===== src/rtl/aud_adc_rx.sv =====
// Audio codec ADC serial receiver: deserializes I2S (or, with AUD_RX_LJ_EN defined,
// left-justified) left/right pairs from codec-mastered BCLK/LRCK and buffers them in a FIFO.
module aud_adc_rx #(
  parameter int DATA_W     = 16,
  parameter int FIFO_DEPTH = 4
) (
  input  logic              clk,
  input  logic              reset_n,
  input  logic              aud_bclk,
  input  logic              aud_adclrck,
  input  logic              aud_adcdat,
  input  logic              sample_ready,
  input  logic              ovf_clr,
  output logic              sample_valid,
  output logic [DATA_W-1:0] sample_left,
  output logic [DATA_W-1:0] sample_right,
  output logic              ovf
);

  localparam int AW = $clog2(FIFO_DEPTH);
  localparam int CW = $clog2(DATA_W + 1);
  localparam logic [AW:0]   CNT_ONE  = (AW+1)'(1);
  localparam logic [AW:0]   CNT_FULL = (AW+1)'(FIFO_DEPTH);
  localparam logic [AW-1:0] PTR_ONE  = AW'(1);
  localparam logic [CW-1:0] BIT_ONE  = CW'(1);
  localparam logic [CW-1:0] BIT_LAST = CW'(DATA_W - 1);

  typedef enum logic [1:0] {HUNT, SHIFT, PAD} state_t;

  state_t state, state_d;

  logic bclk_s1, bclk_s2, bclk_prev;
  logic lr_s1, lr_s2, lr_prev;
  logic dat_s1, dat_s2;
  logic bclk_rise, frame_edge;

  logic start_word, shift_bit, word_done;
  logic chan, pair_ok;
  logic [CW-1:0]       bit_cnt;
  logic [DATA_W-1:0]   word, word_next, left_word;
  logic                push;
  logic [2*DATA_W-1:0] push_data;

  logic [2*DATA_W-1:0] mem [FIFO_DEPTH];
  logic [AW-1:0]       wr_ptr, rd_ptr;
  logic [AW:0]         count;
  logic                pop, full, wr_en, drop;

  always_ff @(posedge clk or negedge reset_n) begin
    if (!reset_n) begin
      bclk_s1   <= 1'b0;
      bclk_s2   <= 1'b0;
      bclk_prev <= 1'b0;
      lr_s1     <= 1'b0;
      lr_s2     <= 1'b0;
      dat_s1    <= 1'b0;
      dat_s2    <= 1'b0;
    end else begin
      bclk_s1   <= aud_bclk;
      bclk_s2   <= bclk_s1;
      bclk_prev <= bclk_s2;
      lr_s1     <= aud_adclrck;
      lr_s2     <= lr_s1;
      dat_s1    <= aud_adcdat;
      dat_s2    <= dat_s1;
    end
  end

  assign bclk_rise  = bclk_s2 & ~bclk_prev;
  assign frame_edge = bclk_rise & (lr_s2 ^ lr_prev);
  assign word_next  = {word[DATA_W-2:0], dat_s2};

  always_ff @(posedge clk or negedge reset_n) begin
    if (!reset_n) state <= HUNT;
    else          state <= state_d;
  end

  // Only a falling LRCK edge (start of a left word) can leave HUNT, so pairs stay aligned.
  always_comb begin
    state_d    = state;
    start_word = 1'b0;
    shift_bit  = 1'b0;
    word_done  = 1'b0;
    if (bclk_rise) begin
      case (state)
        HUNT: begin
          if (frame_edge && !lr_s2) begin
            start_word = 1'b1;
            state_d    = SHIFT;
          end
        end
        SHIFT: begin
          if (frame_edge) begin
            start_word = 1'b1;
          end else begin
            shift_bit = 1'b1;
            if (bit_cnt == BIT_LAST) begin
              word_done = 1'b1;
              state_d   = PAD;
            end
          end
        end
        PAD: begin
          if (frame_edge) begin
            start_word = 1'b1;
            state_d    = SHIFT;
          end
        end
        default: state_d = HUNT;
      endcase
    end
  end

  // pair_ok is cleared at every left start, so a short left word blocks the following right push.
  always_ff @(posedge clk or negedge reset_n) begin
    if (!reset_n) begin
      lr_prev   <= 1'b0;
      chan      <= 1'b0;
      pair_ok   <= 1'b0;
      bit_cnt   <= '0;
      word      <= '0;
      left_word <= '0;
      push      <= 1'b0;
      push_data <= '0;
    end else begin
      push <= 1'b0;
      if (bclk_rise) lr_prev <= lr_s2;
      if (start_word) begin
        chan <= lr_s2;
        if (!lr_s2) pair_ok <= 1'b0;
`ifdef AUD_RX_LJ_EN
        word    <= {{(DATA_W-1){1'b0}}, dat_s2};
        bit_cnt <= BIT_ONE;
`else
        bit_cnt <= '0;
`endif
      end else if (shift_bit) begin
        word    <= word_next;
        bit_cnt <= bit_cnt + BIT_ONE;
      end
      if (word_done) begin
        if (!chan) begin
          left_word <= word_next;
          pair_ok   <= 1'b1;
        end else if (pair_ok) begin
          push      <= 1'b1;
          push_data <= {left_word, word_next};
        end
      end
    end
  end

  assign pop   = sample_valid & sample_ready;
  assign full  = (count == CNT_FULL);
  assign wr_en = push & (~full | pop);
  assign drop  = push & full & ~pop;

  always_ff @(posedge clk) begin
    if (wr_en) mem[wr_ptr] <= push_data;
  end

  always_ff @(posedge clk or negedge reset_n) begin
    if (!reset_n) begin
      wr_ptr <= '0;
      rd_ptr <= '0;
      count  <= '0;
    end else begin
      if (wr_en) wr_ptr <= wr_ptr + PTR_ONE;
      if (pop)   rd_ptr <= rd_ptr + PTR_ONE;
      case ({wr_en, pop})
        2'b10:   count <= count + CNT_ONE;
        2'b01:   count <= count - CNT_ONE;
        default: count <= count;
      endcase
    end
  end

  always_ff @(posedge clk or negedge reset_n) begin
    if (!reset_n)     ovf <= 1'b0;
    else if (drop)    ovf <= 1'b1;
    else if (ovf_clr) ovf <= 1'b0;
  end

  // Outputs read zero while empty so stale entries never leak out.
  assign sample_valid = (count != '0);
  assign {sample_left, sample_right} = sample_valid ? mem[rd_ptr] : '0;

endmodule


===== config.mk =====
export PLATFORM = sky130hd
export DESIGN_NAME = aud_adc_rx
export DESIGN_NICKNAME = d
export VERILOG_FILES = /design/src/rtl/aud_adc_rx.sv
export SDC_FILE = /design/constraint.sdc
export NUM_CORES = 1
export LEC_CHECK = 0
export ABC_AREA = 0
export BUFFER_PORTS_ARGS = -buffer_cell sky130_fd_sc_hd__buf_2
export CORE_MARGIN = 5
export CORE_UTILIZATION = 45
export CTS_CLUSTER_DIAMETER = 50
export CTS_CLUSTER_SIZE = 30
export DETAILED_ROUTE_END_ITERATION = 7
export GPL_TIMING_DRIVEN = 1
export HOLD_SLACK_MARGIN = 0.1
export SLEW_MARGIN = 20
export SYNTH_ARGS = -nofsm -noshare
export SYNTH_HDL_FRONTEND = slang
export SYNTH_SLANG_ARGS = --single-unit

===== constraint.sdc =====
create_clock -name clk -period 2.5 [get_ports clk]
set_clock_uncertainty 0.15 [all_clocks]
set_input_delay 0.375 -clock clk [delete_from_list [all_inputs] [get_ports clk]]
set_output_delay 0.375 -clock clk [all_outputs]
set_load 0.005 [all_outputs]

==> results of run 1 <==
[cells by family after synthesis]
| family | Yosys count |
|---|---|
| mux | 82 |
| buf+inv | 32 |
| compound gates | 18 |
| fa+ha+maj | 12 |
| xor+xnor | 8 |
| flops | 217 |
| simple gates | 112 |
[sequential cells by signal (all words and copies together) (netlist names), 2 cells and up]
register / flops
bit_cnt: 5
left_word: 16
count: 3
rd_ptr: 2
state: 2
push_data: 32
word: 15
wr_ptr: 2
mem: 128
[repair_timing]
action	in CTS	in global routing
endpoints found under the setup margin	21	32
cloned	0	3
hold endpoints to repair	43	0
resized for setup	11	26
pin swaps	0	0
hold buffers	7	0
setup buffers	0	2
[cell type report]
class	instances	share of cell area [%]
timing repair buffer	70	6.61
tap	234	2.86
clock inverter	17	2.06
sequential	217	59.3
multi-input combinational	232	23.1
clock buffer	25	5.69
inverter	12	0.440
[final timing paths]
path | end | startpoint | slack, ns
max in group asynchronous | word[7] | reset_n | 1.38
min | bclk_s2 | bclk_s1 | 0.20
max | sample_right[10] | rd_ptr[0] | -0.02
max reg2reg | count[2] | count[1] | 0.26
min reg2reg | bclk_s2 | bclk_s1 | 0.20
min in group asynchronous | left_word[8] | reset_n | 0.26
[power by group through the flow]
stage / clock network (W) / registers (W) / logic (W)
2_1_floorplan: 0 / 0.00398 / 0.000166
5_1_grt: 0.00376 / 0.00394 / 0.000298
3_5_place_dp: 0 / 0.00400 / 0.000251
6_report: 0.00351 / 0.00393 / 0.000256
4_1_cts: 0.00361 / 0.00393 / 0.000260
3_3_place_gp: 0 / 0.00400 / 0.000238
[metrics by stage]
step	instances	power, W	TNS, ns	setup slack (ns)
final	807	0.00770	-0.0731	-0.0174
after global routing	807	0.00800	-1.77	-0.0939
after CTS	802	0.00780	-0.384	-0.0660
after detailed placement	753	0.00425	0	0.226
after global placement	753	0.00424	0	0.328
after floorplan	481	0.00414	0	0.286
[layer usage]
layer	vias to the layer above	wire length (um)	global-route usage, %
li1	1925	-	-
met1	2212	6710	19.3
met2	58	7670	23.5
met3	23	497	2.54
met4	0	226	3.83
met5	-	0	0
[placed cells by master (no fill, tap or decap), drive strengths merged]
master       instances
buf                 60
and2                37
a221oi               1
or3                  2
o22ai                1
a21o                 1
nor2                 4
mux2                48
o22a                 1
fa                   1
nand3                1
dfrtp               89
dlygate4sd3          7
clkbuf              28
mux4                32
bufinv               3
o21a                 3
nand4                2
nor4b                1
a21oi                4
nor2b                2
o21bai               1
xor2                 4
ha                  11
nand2b               3
xnor2                4
mux2i                2
edfxtp             128
o21ai                6
clkinv               4
nor3b                1
and3                 3
nand2               56
inv                 22
==> implementation parameters, run 1 <==
Parameter                              Value

Status
  Run status ... complete, but fails checks
  Violated checks ... setup timing

STA
  Max Slew Vio Count ... 0
  Part of the cycle the worst path needs ... 101%
  Worst hold margin ... just over 0.2 ns
  RSZ-0062 raised after global routing ... true
  Pin slew with the least headroom to its limit ... 0.563 ns
  Final worst path period need ... 2.52 ns
  Remaining max-slew budget at the tightest pin ... around 62%
  Highest clock frequency the design can meet ... approximately 400 MHz
  Total count of hold-check failures in the final report ... 0
  Worst Slack Setup Final ... -0.0174 ns
  Final setup violation count ... 10

Synthesis
  Post-synthesis share of cell area spent on and, or, nand and nor gates ... roughly 6.8%
  Area share of xor/xnor cells in the synthesized design ... less than 1%
  Area share of the leading cell type in the synthesized netlist ... roughly 45%
  Syn_nets ... 500
  Compound-cell area share of the yosys netlist ... approximately 1.3%
  Leading area contributor after synthesis ... sky130_fd_sc_hd__edfxtp_1
  Most used DFF post-synth ... sky130_fd_sc_hd__edfxtp_1
  Post-synthesis instance total ... just under 500
  Number of distinct library cells after synthesis ... 36
  Average cell area after synthesis ... 17.8 um^2
  Synth top cells by count ... 128 x sky130_fd_sc_hd__edfxtp_1, 89 x sky130_fd_sc_hd__dfrtp_1, 56 x sky130_fd_sc_hd__nand2_1
  Multiplexer share of the synthesized area ... between 10% and 20%
  Post-synthesis register bit count ... around 220
  Yosys synthesis warning count ... 0
  Sequential-to-total area share from yosys stat ... a little under three quarters
  Adder-cell share of the synthesized area ... under 10%
  Area contributors post-synth ... sky130_fd_sc_hd__edfxtp_1 45%, sky130_fd_sc_hd__dfrtp_1 26%, sky130_fd_sc_hd__mux4_2 8.4%
  Leading cell type by number of instances after synthesis ... sky130_fd_sc_hd__edfxtp_1
  Number of synthesized flops with an enable pin ... roughly 130
  Asr flop ratio synth ... 41.0%
  Main combinational cell family by area after synthesis ... multiplexers
  Post-synthesis instance area ... 8550 um^2

Detailed routing
  Total Routed Length ... approximately 15000 um
  DRC viols ... 0
  Average wire length per cell after detail routing ... about 19 um
  Number of nets with antenna violations after detailed routing ... 0
  1st-iter DRT viols ... 212
  Vias per inst ... around 5.2
  Number of optimization iterations in the first detailed-route pass ... 4
  Via count of the routed design ... ~4.2k

Power and ir drop
  Share of power burned in the clock network ... between 40% and 50%
  Fraction of power spent switching nets ... roughly 22%
  Static Leak ... roughly 4.4 nW
  Cell internal pwr ... around 0.0060 W
  VDD IR max ... approximately 0.52 mV
  Switch Pwr ... 0.00169 W
  Part of the total power dissipated in combinational logic ... 3.3%
  Power Dens Cells ... 751 nW/um^2
  Seq pwr share ... approximately half

Job
  Count of maximum capacitance violations ... 0

Setup path
  Worst EP arrival ... around 2.0 ns
  Kind of end point of the critical path ... output pin
  Delay of the slowest cell on the worst path ... 0.50 ns
  Worst setup SP type ... flop
  Slowest cell on the critical path ... sky130_fd_sc_hd__mux4_2
  Count of cells along the worst register-to-register path ... 9
  Cell chain of the critical path ... buf_12, clkbuf_16, mux4_2, and2_4, buf_6
  Crit Path Max Fanout ... 10
  WP data required ... 1.98 ns
  Cell class contributing the biggest share of worst-path delay ... multiplexers
  Cell depth of the worst setup path ... 5
  Buffer and inverter count on the worst path ... 3
  Kind of critical path ... reg -> out

Global route
  Wire length of the first global-routing pass ... approximately 25000 um
  Number of global-route vias before repair ... 4523
  Pin count of the biggest net entering global routing ... 43
  Total routing usage reported by global routing ... between 10% and 20%
  Total global routing overflow ... 0
  Initial antenna violation count ... 0

Finish
  Area overhead of the layout relative to synthesis ... 19.8%
  Final core utilization ... 54.8%
  Layout cells sized above 1 ... 35.6%
  Count of fill cells added during filler insertion ... between 1k and 1.5k
  Diode count ... 0
  Design area ... slightly above 10000 um^2
  Area occupied by multi-input gates ... between 2000 and 2500 um^2
  Sequential Area ... approximately 6100 um^2
  Post-layout net count ... ~580

Die
  Row cnt ... 50
  Die extent in x ... approximately 150 um
  Number of top-level design ports ... slightly above 40
  Die area ... ~22000 um^2
  Placeable core area ... roughly 19000 um^2
  Die span in y ... 148 um
  Initial core utilization ... a little under half

Clock tree
  Clock Root Buffer ... sky130_fd_sc_hd__clkbuf_16
  Cts bufs inserted ... 23
  Clock Pin Slew Worst Setup and Hold Paths ... roughly 0.060 ns
  Clock tree from TritonCTS ... yes
  Clock latency on the worst-skew pair ... roughly 0.50 ns
  Clock H-tree levels ... 1
  Buffer levels on the longest clock path ... 3
  Number of sinks on the clock net ... 217

Place
  Placed standard-cell area ... 9120 um^2
  HPWL Detailed ... roughly 8800 um
  Placer congestion estimate ... roughly 0.75
  Buffers added on ports ... 40

Hold path
  Type of the worst min-delay path ... reg -> reg
  Number of cells on the worst hold path ... 0
Power figures use the tool's default switching activity.
==> inputs of run 2 (changes only) <==
Clock period 2.5 ns to 3.2 ns, I/O delays scaled along.
==> run 2 against run 1 <==
The run now ends clean. Final area fell by 3.8%. Critical path depth decreased by 1. Register-to-register slack better by 0.42 ns. Clock-buffer cell count unchanged. Sequential cell count did not move. Sequential share of layout area up 2.3 points. Via count down 4.3%.
==> implementation parameters, run 2 (synthesis results as in run 1) <==
Parameter                              Value

Status
  Run status ... finished, final reports clean (was complete, but fails checks)

Detailed routing
  Number of nets with antenna violations after detailed routing ... 0 (unchanged)
  Average wire length per cell after detail routing ... 18.2 um (was 18.7 um)
  Via count of the routed design ... 4036 (was 4218)
  1st-iter DRT viols ... 205 (was 212)
  Total Routed Length ... 14400 um (was 15100 um)
  Vias per inst ... 5.10 (was 5.23)
  Number of optimization iterations in the first detailed-route pass ... 4 (unchanged)
  DRC viols ... 0 (unchanged)

Power and ir drop
  Static Leak ... 4.22 nW (was 4.42 nW)
  VDD IR max ... 0.422 mV (was 0.521 mV)
  Power Dens Cells ... 597 nW/um^2 (was 751 nW/um^2)

Setup path
  Kind of critical path ... reg -> out (unchanged)
  Crit Path Max Fanout ... 22 (was 10)
  Slowest cell on the critical path ... sky130_fd_sc_hd__dfrtp_2 (was sky130_fd_sc_hd__mux4_2)
  Kind of end point of the critical path ... output pin (unchanged)
  Delay of the slowest cell on the worst path ... 0.66 ns (was 0.50 ns)
  Buffer and inverter count on the worst path ... 2 (was 3)
  Cell class contributing the biggest share of worst-path delay ... flip-flops (was multiplexers)
  Cell chain of the critical path ... buf_12, mux4_2, and2_1, buf_2 (was buf_12, clkbuf_16, mux4_2, and2_4, buf_6)
  WP data required ... 2.57 ns (was 1.98 ns)
  Worst EP arrival ... 2.29 ns (was 1.99 ns)
  Worst setup SP type ... flop (unchanged)

Finish
  Area overhead of the layout relative to synthesis ... 15.3% (was 19.8%)
  Commonest non-fill, non-tap cell in the layout ... sky130_fd_sc_hd__edfxtp_1 (unchanged)
  Registers with the most flip-flops ... mem x128, push_data x32, left_word x16 (unchanged)
  Diode count ... 0 (unchanged)
  Post-layout net count ... 560 (was 575)
  Register ranked first by flip-flop count ... mem (unchanged)
  Flip-flop count of the largest register after layout ... 128 (unchanged)
  Commonest non-fill, non-tap cells in the layout ... 128 x sky130_fd_sc_hd__edfxtp_1, 88 x sky130_fd_sc_hd__dfrtp_1, 56 x sky130_fd_sc_hd__nand2_1, 39 x sky130_fd_sc_hd__buf_2, 37 x sky130_fd_sc_hd__and2_1 (was 128 x sky130_fd_sc_hd__edfxtp_1, 88 x sky130_fd_sc_hd__dfrtp_1, 56 x sky130_fd_sc_hd__nand2_1, 32 x sky130_fd_sc_hd__mux4_2, 29 x sky130_fd_sc_hd__mux2_4)
  Design area ... 9860 um^2 (was 10200 um^2)
  Final std cells w/o fill ... 791 (was 807)
  Layout cells sized above 1 ... 31.1% (was 35.6%)

STA
  Remaining max-slew budget at the tightest pin ... 41.5% (was 62.5%)
  Max Slew Vio Count ... 0 (unchanged)
  Pin slew with the least headroom to its limit ... 0.876 ns (was 0.563 ns)
  Final setup violation count ... 0 (was 10)
  Highest clock frequency the design can meet ... 343 MHz
  Total count of hold-check failures in the final report ... 0 (unchanged)
  RSZ-0062 raised after global routing ... false (was true)
  Final worst path period need ... 2.92 ns
  Post-route setup TNS ... 0 ns (was -0.0731 ns)
  Part of the cycle the worst path needs ... ~91%
  Worst hold margin ... 0.163 ns (was 0.203 ns)

Die
  Row cnt ... 50 (unchanged)
  Initial core utilization ... 45.7% (unchanged)
  Die span in y ... 148 um (unchanged)
  Die area ... 21900 um^2 (unchanged)
  Number of top-level design ports ... 41 (unchanged)
  Placeable core area ... 18700 um^2 (unchanged)
  Die extent in x ... 148 um (unchanged)

Clock tree
  Number of sinks on the clock net ... 217 (unchanged)
  Cts bufs inserted ... 22 (was 23)
  Clock tree from TritonCTS ... yes (unchanged)
  Cts repair resizes ... 0 (was 11)
  Clock H-tree levels ... 1 (unchanged)
  Buffer levels on the longest clock path ... 3 (unchanged)
  Clock Root Buffer ... sky130_fd_sc_hd__clkbuf_16 (unchanged)
  Post-CTS Setup Repair Bufs ... 0 (unchanged)
  Clock Pin Slew Worst Setup and Hold Paths ... 0.06 ns (about the same)
  Clock latency on the worst-skew pair ... 0.50 ns (about the same)

Global route
  Wire length of the first global-routing pass ... 23600 um (was 24700 um)
  Pin count of the biggest net entering global routing ... 89 (was 43)
  Total routing usage reported by global routing ... 13.5% (was 14.1%)
  Total global routing overflow ... 0 (unchanged)
  Number of global-route vias before repair ... 4281 (was 4523)
  Initial antenna violation count ... 0 (unchanged)

Hold path
  Type of the worst min-delay path ... in -> reg (was reg -> reg)

Place
  Placed cell count ... 746 (was 753)
  Placed standard-cell area ... 9040 um^2 (was 9120 um^2)
  HPWL Detailed ... 8520 um (was 8840 um)
  Placer congestion estimate ... 0.717 (was 0.751)
  Buffers added on ports ... 40 (unchanged)

Job
  Count of maximum capacitance violations ... 0 (unchanged)
-- run 2: cell count changes in the layout (fill, tap and decap cells not counted), sizes merged --
| cell | change |
|---|---|
| buf | -9 |
| bufinv | -1 |
| clkbuf | -3 |
| clkinv | +1 |
| clkinvlp | +3 |
| dlygate4sd3 | -2 |
| inv | -5 |
-- run 2: final timing paths --
kind / end / depth (start not counted) / slack, ns / startpoint
setup / recovery: sample_left[0] / 4 / 0.28 / rd_ptr[0]
hold / removal: ovf / 4 / 0.16 / sample_ready
setup reg to reg: push_data[27] / 5 / 0.68 / bit_cnt[0]
hold reg to reg: bclk_s2 / 0 / 0.19 / bclk_s1
max in group asynchronous: rd_ptr[0] / 3 / 2.09 / reset_n
min in group asynchronous: push_data[27] / 2 / 0.17 / reset_n
-- run 2: report_power, final --
part           total, W  internal, W  switching, W
combinational  0.000189    0.0000772      0.000112
clock           0.00263      0.00152       0.00110
sequential      0.00307      0.00300     0.0000672
total           0.00588      0.00460       0.00128
-- run 2: through the flow --
stage	worst slack, ns	power, W	util, %
finish	0.281	0.00588	52.7
global route	0.124	0.00611	52.7
CTS	0.200	0.00595	52.7
detailed placement	0.656	0.00332	48.3
global placement	0.731	0.00331	48.3
floorplan	0.943	0.00324	-
-- run 2: routing by layer --
metal | vias up | share of wire [%] | GRT usage (%)
met1 | 2072 | 46 | 18.6
met4 | 0 | 1.6 | 3.33
li1 | 1888 | - | -
met2 | 58 | 49 | 22.6
met5 | - | 0 | 0
met3 | 18 | 3.8 | 2.51
-- run 2: worst min-delay path, stage by stage --
cell and delay [ns]:
sky130_fd_sc_hd__buf_2 0.08, sky130_fd_sc_hd__nor4b_1 0.05, sky130_fd_sc_hd__nand2_1 0.06, sky130_fd_sc_hd__o21ai_0 0.07
-- run 2: layout make-up --
class                      instances  area (um^2)
clock buffer                      25          583
clock inverter                    15          181
sequential                       217         6070
timing repair buffer              56          360
inverter                          12         45.0
tap                              234          293
fill                            1491         8850
multi-input combinational        232         2320
-- run 2: repair_timing --
action | CTS | global route
setup endpoints to repair | 0 | 0
endpoints found under the hold margin | 93 | 0
hold buffers | 5 | 0
==> inputs of run 3 (changes only) <==
Settings changed: CORE_ASPECT_RATIO set to 1.5.
==> run 3 against run 2 <==
Critical endpoint is now sample_left[10]. Global-route usage rose by 0.28 points. Final area fell by 2.0%. Via count rose by 0.47%. Largest power group unchanged. Highest routed layer unchanged.
==> implementation parameters, run 3 (synthesis results as in run 1) <==
Parameter                              Value

Status
  Run status ... finished, final reports clean (unchanged)

Clock tree
  Cts bufs inserted ... 15 (was 22)
  Clock Pin Slew Worst Setup and Hold Paths ... 0.08 ns (was 0.06 ns)
  Number of sinks on the clock net ... 217 (unchanged)
  Clock latency on the worst-skew pair ... 0.48 ns (was 0.50 ns)
  Clock Root Buffer ... sky130_fd_sc_hd__clkbuf_16 (unchanged)
  Clock tree from TritonCTS ... yes (unchanged)
  Post-CTS Setup Repair Bufs ... 0 (unchanged)
  Buffer levels on the longest clock path ... 3 (unchanged)
  Clock H-tree levels ... 1 (unchanged)

Global route
  Total global routing overflow ... 0 (unchanged)
  Total routing usage reported by global routing ... 13.8% (was 13.5%)
  Number of global-route vias before repair ... 4367 (was 4281)
  Wire length of the first global-routing pass ... 23600 um (unchanged)
  Pin count of the biggest net entering global routing ... 57 (was 89)
  Initial antenna violation count ... 0 (unchanged)

Detailed routing
  Number of optimization iterations in the first detailed-route pass ... 4 (unchanged)
  Via count of the routed design ... 4055 (was 4036)
  1st-iter DRT viols ... 251 (was 205)
  Number of nets with antenna violations after detailed routing ... 0 (unchanged)
  DRC viols ... 0 (unchanged)
  Vias per inst ... 5.10 (about the same)
  Total Routed Length ... 14400 um (about the same)
  Average wire length per cell after detail routing ... 18.1 um (was 18.2 um)

Setup path
  Kind of end point of the critical path ... output pin (unchanged)
  Worst EP arrival ... 2.25 ns (was 2.29 ns)
  Cell chain of the critical path ... buf_4, mux4_2, and2_1, buf_2 (was buf_12, mux4_2, and2_1, buf_2)
  Crit Path Max Fanout ... 12 (was 22)
  Kind of critical path ... reg -> out (unchanged)
  WP data required ... 2.57 ns (about the same)
  Delay of the slowest cell on the worst path ... 0.69 ns (was 0.66 ns)
  Count of cells along the worst register-to-register path ... 4 (was 5)
  Setup slack, reg-to-reg ... 0.65 ns (was 0.68 ns)
  Launch instance of the worst register-to-register path ... lr_prev (was bit_cnt[0])
  Worst setup SP type ... flop (unchanged)
  Crit path launch ... rd_ptr[0] (unchanged)
  Capturing point of the worst reg2reg path ... push_data[11] (was push_data[27])
  Slowest cell on the critical path ... sky130_fd_sc_hd__dfrtp_2 (unchanged)
  Worst Setup EP ... sample_left[10] (was sample_left[0])

Finish
  Registers with the most flip-flops ... mem x128, push_data x32, left_word x16 (unchanged)
  Diode count ... 0 (unchanged)
  Register ranked first by flip-flop count ... mem (unchanged)
  Commonest non-fill, non-tap cells in the layout ... 128 x sky130_fd_sc_hd__edfxtp_1, 88 x sky130_fd_sc_hd__dfrtp_1, 56 x sky130_fd_sc_hd__nand2_1, 39 x sky130_fd_sc_hd__buf_2, 37 x sky130_fd_sc_hd__and2_1 (unchanged)
  Final std cells w/o fill ... 795 (was 791)
  Flip-flop count of the largest register after layout ... 128 (unchanged)
  Post-layout net count ... 554 (was 560)
  Layout cells sized above 1 ... 29.8% (was 31.1%)
  Final core utilization ... 51.8% (was 52.7%)
  Count of fill cells added during filler insertion ... 1558 (was 1491)
  Commonest non-fill, non-tap cell in the layout ... sky130_fd_sc_hd__edfxtp_1 (unchanged)
  Area overhead of the layout relative to synthesis ... 12.9% (was 15.3%)

STA
  Highest clock frequency the design can meet ... 347 MHz (was 343 MHz)
  Post-route setup TNS ... 0 ns (unchanged)
  Final worst path period need ... 2.88 ns (was 2.92 ns)
  Pin slew with the least headroom to its limit ... 0.886 ns (was 0.876 ns)
  Remaining max-slew budget at the tightest pin ... 40.8% (was 41.5%)
  Worst hold margin ... 0.168 ns (was 0.163 ns)
  Max Slew Vio Count ... 0 (unchanged)
  RSZ-0062 raised after global routing ... false (unchanged)
  Final setup violation count ... 0 (unchanged)
  Part of the cycle the worst path needs ... 90.1% (was 91.2%)
  Total count of hold-check failures in the final report ... 0 (unchanged)

Die
  Die extent in x ... 123 um (was 148 um)
  Die span in y ... 179 um (was 148 um)
  Die area ... 21900 um^2 (about the same)
  Row cnt ... 61 (was 50)
  Initial core utilization ... 45.9% (was 45.7%)
  Number of top-level design ports ... 41 (unchanged)
  Placeable core area ... 18600 um^2 (was 18700 um^2)

Place
  Placed cell count ... 765 (was 746)
  Placer congestion estimate ... 0.783 (was 0.717)
  Buffers added on ports ... 40 (unchanged)
  HPWL Detailed ... 8700 um (was 8520 um)

Hold path
  Type of the worst min-delay path ... in -> reg (unchanged)

Power and ir drop
  Post-layout power ... 0.00532 W (was 0.00588 W)
  Power Dens Cells ... 551 nW/um^2 (was 597 nW/um^2)
  VDD IR max ... 0.477 mV (was 0.422 mV)
  Static Leak ... 4.13 nW (was 4.22 nW)

Job
  Count of maximum capacitance violations ... 0 (unchanged)
-- run 3: changes by cell type in the layout (fill, tap and decap cells not counted), moves of 2 or more --
cell,before,now
sky130_fd_sc_hd__inv_12,0,3
sky130_fd_sc_hd__clkinvlp_4,3,0
sky130_fd_sc_hd__clkbuf_1,2,0
sky130_fd_sc_hd__inv_8,2,0
sky130_fd_sc_hd__clkbuf_16,23,15
sky130_fd_sc_hd__inv_16,0,3
sky130_fd_sc_hd__bufinv_16,2,0
-- run 3: metrics by stage --
step | area, um^2 | setup WS, ns
2_1_floorplan | 8550 | 0.943
3_3_place_gp | 9070 | 0.698
4_1_cts | 9660 | 0.220
3_5_place_dp | 9070 | 0.644
6_report | 9660 | 0.316
5_1_grt | 9660 | 0.150
-- run 3: worst min-delay path by stage --
stage                  from   endpoint  slack [ns]  cells after the start
3_3_place_gp          lr_s1      lr_s2        0.20                      0
2_1_floorplan       reset_n  bclk_prev        0.03                      0
4_1_cts        sample_ready        ovf        0.15                      4
3_5_place_dp          lr_s1      lr_s2        0.19                      0
6_report       sample_ready        ovf        0.17                      4
5_1_grt        sample_ready        ovf        0.19                      4
-- run 3: power breakdown --
part	leakage (nW)	internal (W)	switching [W]
Clock	0.259	0.000973	0.00108
Sequential	2.51	0.00300	0.0000716
Combinational	1.36	0.0000782	0.000117
-- run 3: final cells by class --
cell class	instances	area, um^2	share of cell area (%)
clock buffer	15	375	3.89
clock inverter	10	159	1.65
inverter	12	45.0	0.467
multi-input combinational	232	2320	24.0
sequential	217	6070	62.9
tap	252	315	3.27
timing repair buffer	57	368	3.81
-- run 3: worst max-delay path, delay by kind of cell (launching register included) --
family,cells,cell delay (ns)
buffers and inverters,2,0.42
flip-flops,1,0.69
multiplexers,1,0.51
AND/OR/NAND/NOR,1,0.17
-- run 3: per-layer routing --
metal / part of all wire (%) / GRT usage [%] / vias to the layer above
met5: 0 / 0 / -
met4: 1.5 / 3.04 / 0
met3: 3.1 / 2.24 / 16
met2: 56 / 25.6 / 40
met1: 40 / 16.8 / 2132
li1: - / - / 1867
-- run 3: repair_timing --
action	in CTS	in global routing
gates resized for setup	0	0
setup endpoints to repair	0	0
endpoints found under the hold margin	59	0
hold buffers	5	0
